<file path="src/rtl/rdma_tx_arb.sv">
// Packet-level round-robin arbiter feeding the RDMA TX stage through one register.
// Define RDMA_TX_ARB_ACK_PRIO_EN to give requester 0 (ACK/NAK) absolute priority.
module rdma_tx_arb #(
   parameter int NUM_REQ    = 4,
   parameter int DATA_W     = 64,
   parameter int IPG_CYCLES = 0
) (
   input  logic                        clk,
   input  logic                        rst,
   input  logic [NUM_REQ-1:0]          req_valid,
   input  logic [NUM_REQ*DATA_W-1:0]   req_data,
   input  logic [NUM_REQ-1:0]          req_last,
   output logic [NUM_REQ-1:0]          req_ready,
   output logic                        tx_in_valid,
   output logic [DATA_W-1:0]           tx_in_data,
   output logic                        tx_in_last,
   output logic [$clog2(NUM_REQ)-1:0]  grant_id,
   output logic                        busy
);
   localparam int IW = $clog2(NUM_REQ);

   typedef enum logic [1:0] {IDLE, XFER, GAP} state_t;

   state_t          state, state_nxt;
   logic [IW-1:0]   ptr, ptr_nxt;
   logic [IW-1:0]   grant, grant_nxt;
   logic [IW-1:0]   pick, idx;
   logic            found;
   logic [3:0]      gap_cnt, gap_nxt;
   logic            acc;
   logic [DATA_W-1:0] sel_data;
   logic            sel_last;

   // Scan starts just after the last round-robin winner.
   always_comb begin
      found = 1'b0;
      pick  = '0;
      idx   = '0;
      for (int k = 1; k <= NUM_REQ; k++) begin
         idx = IW'((int'(ptr) + k) % NUM_REQ);
         if (!found && req_valid[idx]) begin
            found = 1'b1;
            pick  = idx;
         end
      end
`ifdef RDMA_TX_ARB_ACK_PRIO_EN
      if (req_valid[0]) begin
         found = 1'b1;
         pick  = '0;
      end
`endif
   end

   always_comb begin
      sel_data = '0;
      sel_last = 1'b0;
      for (int i = 0; i < NUM_REQ; i++) begin
         if (grant == IW'(i)) begin
            sel_data = req_data[i*DATA_W +: DATA_W];
            sel_last = req_last[i];
         end
      end
   end

   always_comb begin
      state_nxt = state;
      ptr_nxt   = ptr;
      grant_nxt = grant;
      gap_nxt   = gap_cnt;
      req_ready = '0;
      acc       = 1'b0;
      unique case (state)
         IDLE: begin
            if (found) begin
               grant_nxt = pick;
               state_nxt = XFER;
`ifdef RDMA_TX_ARB_ACK_PRIO_EN
               if (pick != '0) ptr_nxt = pick;
`else
               ptr_nxt = pick;
`endif
            end
         end
         XFER: begin
            req_ready[grant] = 1'b1;
            acc = req_valid[grant];
            if (acc && sel_last) begin
               if (IPG_CYCLES > 0) begin
                  state_nxt = GAP;
                  gap_nxt   = 4'(IPG_CYCLES - 1);
               end else begin
                  state_nxt = IDLE;
               end
            end
         end
         GAP: begin
            if (gap_cnt == 4'd0) state_nxt = IDLE;
            else gap_nxt = gap_cnt - 4'd1;
         end
         default: state_nxt = IDLE;
      endcase
      // Nothing may be accepted while reset is held.
      if (rst) begin
         req_ready = '0;
         acc       = 1'b0;
      end
   end

   always_ff @(posedge clk) begin
      if (rst) begin
         state       <= IDLE;
         ptr         <= IW'(NUM_REQ - 1);
         grant       <= '0;
         gap_cnt     <= '0;
         tx_in_valid <= 1'b0;
         tx_in_data  <= '0;
         tx_in_last  <= 1'b0;
      end else begin
         state       <= state_nxt;
         ptr         <= ptr_nxt;
         grant       <= grant_nxt;
         gap_cnt     <= gap_nxt;
         tx_in_valid <= acc;
         if (acc) begin
            tx_in_data <= sel_data;
            tx_in_last <= sel_last;
         end
      end
   end

   assign grant_id = grant;
   assign busy     = (state != IDLE);

endmodule

</file>
<file path="config.mk">
export PLATFORM = sky130hd
export DESIGN_NAME = rdma_tx_arb
export DESIGN_NICKNAME = d
export VERILOG_FILES = /design/src/rtl/rdma_tx_arb.sv
export SDC_FILE = /design/constraint.sdc
export NUM_CORES = 1
export LEC_CHECK = 0
export CAP_MARGIN = 0
export CORE_AREA = 2 2 132 134
export CTS_CLUSTER_SIZE = 10
export DETAILED_ROUTE_END_ITERATION = 8
export DIE_AREA = 0 0 134 136
export PLACE_DENSITY = 0.74
export SLEW_MARGIN = 15
export SYNTH_ARGS = -nofsm -noshare
export SYNTH_HDL_FRONTEND = slang
export SYNTH_SLANG_ARGS = --single-unit
</file>
<file path="constraint.sdc">
create_clock -name clk -period 2.02 [get_ports clk]
set_clock_uncertainty 0.15 [all_clocks]
set_input_delay 0.404 -clock clk [delete_from_list [all_inputs] [get_ports clk]]
set_output_delay 0.404 -clock clk [all_outputs]
set_load 0.01 [all_outputs]
</file>
==> flow_summary.json <==
{
  "cpLargestDelayFamily": "buffers and inverters",
  "portBuffers": 338,
  "final_common_cell": "clkdlybuf4s50_1",
  "finalWeightedCongestion": 0.778,
  "drt-pass1-iter-count": 4,
  "path_class": "in -> reg",
  "htreeDepth": 3,
  "multiInputGateArea_um2": 2760,
  "cts_setup_buffers": 0,
  "outcome": "finished clean",
  "hold_start": "tx_in_data[56]",
  "layout_setup_ws_ns": 0.117,
  "worst_setup_path_start_kind": "input port",
  "final_hold_viol_count": 0,
  "drt.antenna.violating_nets": 0,
  "cts_buffer_depth": 2,
  "worstMarginPinSlew_ns": 0.367,
  "cts.sinks": 71,
  "io_pins": 339,
  "max_clock_freq_mhz": 525,
  "area_growth_pct": 88.5,
  "cp.required_ns": 2.07,
  "grt_max_degree": 36,
  "hold_slack_ns": 0.301,
  "drc": 0,
  "layout_common_cells": "clkdlybuf4s50_1, nand2_1, dfxtp_1",
  "antenna_found_initial": 0,
  "drive_gt1_share_pct": 25.6,
  "die_w_um": 134,
  "ys_types": 32,
  "dieArea_um2": 18200,
  "hold_class": "reg -> reg",
  "overflow": 0,
  "ys_warn_count": 0,
  "synth_top_area_share_pct": 32.8,
  "nNetsFinal": 1008,
  "cp.arrival_ns": 1.96,
  "wl_um": 16100,
  "ir_worst_vdd_mv": 0.392,
  "rows": 48,
  "root_buffer": "clkbuf_16",
  "postLayoutCoreUtil_pct": 49.9,
  "diodes": 0,
  "cts_tree": "yes",
  "async_reset_ff_share_pct": 0,
  "synth_edf_count": 0,
  "crit_buf_inv": 2,
  "holdBufCountCts": 0,
  "initial_core_util_pct": 26.5,
  "post-dp-hpwl_um": 13100,
  "r2r_start": "grant_id[0]",
  "grt_pass1_vias": 4796,
  "synthTopCellsByArea": "mux4_2, dfxtp_1, nand2_1, a21oi_2, nand2_2",
  "synth_top_cell_by_area": "mux4_2",
  "ys_seq_elements": 71,
  "seqCellArea_um2": 1430,
  "core_um2": 16900,
  "total_power_w": 0.00508,
  "power.density_nw_per_um2": 603,
  "vias": 4513,
  "insertion_delay_ns": 0.33,
  "critical_path.max_stage_delay_ns": 0.52,
  "post_cts_resized": 8,
  "clk_pin_slew_ns": 0.06,
  "slew-limit-headroom_pct": 75.5,
  "synth_cells": 408,
  "dp_slack_ns": -0.303,
  "maxCapViolations": 0,
  "grt_pass1_wl_um": 24500,
  "synthFlopType": "dfxtp_1",
  "track_usage_pct": 17.5,
  "syn_area_per_cell_um2": 10.9,
  "leakagePower_nw": 2.88,
  "avgViaCountPerCell": 4.64,
  "synth_nets": 674,
  "ys_seq_area_share_pct": 31.8,
  "finalSetupViolCount": 0,
  "cp_slowest_cell": "mux4_2",
  "finalCriticalPeriod_ns": 1.90,
  "netlist_area_um2": 4460,
  "cp-startpoint": "req_valid[2]",
  "avgRoutedWirePerCell_um": 16.6,
  "fillCellCount": 1557,
  "cts_made_buffers": 9,
  "rsz0062_at_grt": "no",
  "first_iter_violations": 127,
  "crit_path_end_kind": "flip-flop",
  "timing.final.crit_share_pct": 94.2,
  "slew_viol_final": 0,
  "dieHeight_um": 136,
  "path_max_fanout": 34,
  "crit_chain": "clkdlybuf4s50_1 -> mux4_2 -> and2_2 -> buf_12 -> nand2_1 -> a21oi_2"
}
==> routing by layer <==
metal  vias to the layer above  wire (um)  global-route usage, %
li1                       2158          -                      -
met1                      2120       5700                   18.0
met2                       218       8620                   32.9
met3                        17       1500                   5.63
met4                         0        297                   6.62
met5                         -          0                      0
==> worst paths after layout <==
| path | slack, ns | cells past startpoint | end |
|---|---|---|---|
| worst max-delay path | 0.12 | 6 | tx_in_data[44] |
| worst min-delay path | 0.30 | 2 | tx_in_data[56] |
| worst max register to register | 0.15 | 6 | tx_in_data[44] |
| worst min register to register | 0.30 | 2 | tx_in_data[56] |
==> tightest hold or removal path, cell delays in order, from the launching register on <==
cell and delay, ns:
dfxtp_1 0.31, nand2_1 0.05, a21oi_1 0.05
==> state kept, by name, indices dropped and copies added, names as in the netlist <==
signal / flops
tx_in_valid: 1
tx_in_data: 64
state: 1
tx_in_last: 1
grant_id: 2
ptr: 2
==> cell usage after synthesis, types with 2 or more instances <==
library cell,instances
nand2_2,41
nor3_1,2
nor2_1,5
buf_2,12
buf_6,7
dfxtp_1,71
nand3_1,2
mux4_2,65
nor4_1,2
buf_1,6
and2_1,2
inv_1,2
a21oi_2,40
o211ai_1,2
buf_12,4
a21oi_1,29
clkbuf_1,7
nand2_1,95
==> layout make-up <==
class	count	share of cell area (%)
Inverter	2	0.0892
Sequential cell	71	17.0
Clock buffer	10	2.84
Timing Repair Buffer	361	43.3
Multi-Input combinational cell	297	32.8
Tap cell	225	3.35
Clock inverter	6	0.714
==> logic make-up after synthesis <==
| family | after synthesis | share of synthesized area [%] |
|---|---|---|
| muxes | 66 | 33.0 |
| and+or+nand+nor | 155 | 16.2 |
| buffers and inverters | 40 | 6.67 |
| DFF | 71 | 31.8 |
| AOI/OAI and AO/OA | 76 | 12.2 |
==> report_power, final <==
group	internal, W	total (W)	switching (W)
clock	0.000983	0.00160	0.000617
sequential	0.00153	0.00162	0.0000898
combinational	0.00117	0.00186	0.000692
==> metrics by stage <==
step	setup TNS, ns	instance area, um^2	cells
after global routing	0	8410	972
after detailed placement	-19.00	8100	956
final	0	8410	972
after floorplan	0	4460	408
after global placement	-15.16	8100	956
after CTS	0	8400	972
Power figures use the tool's default switching activity.
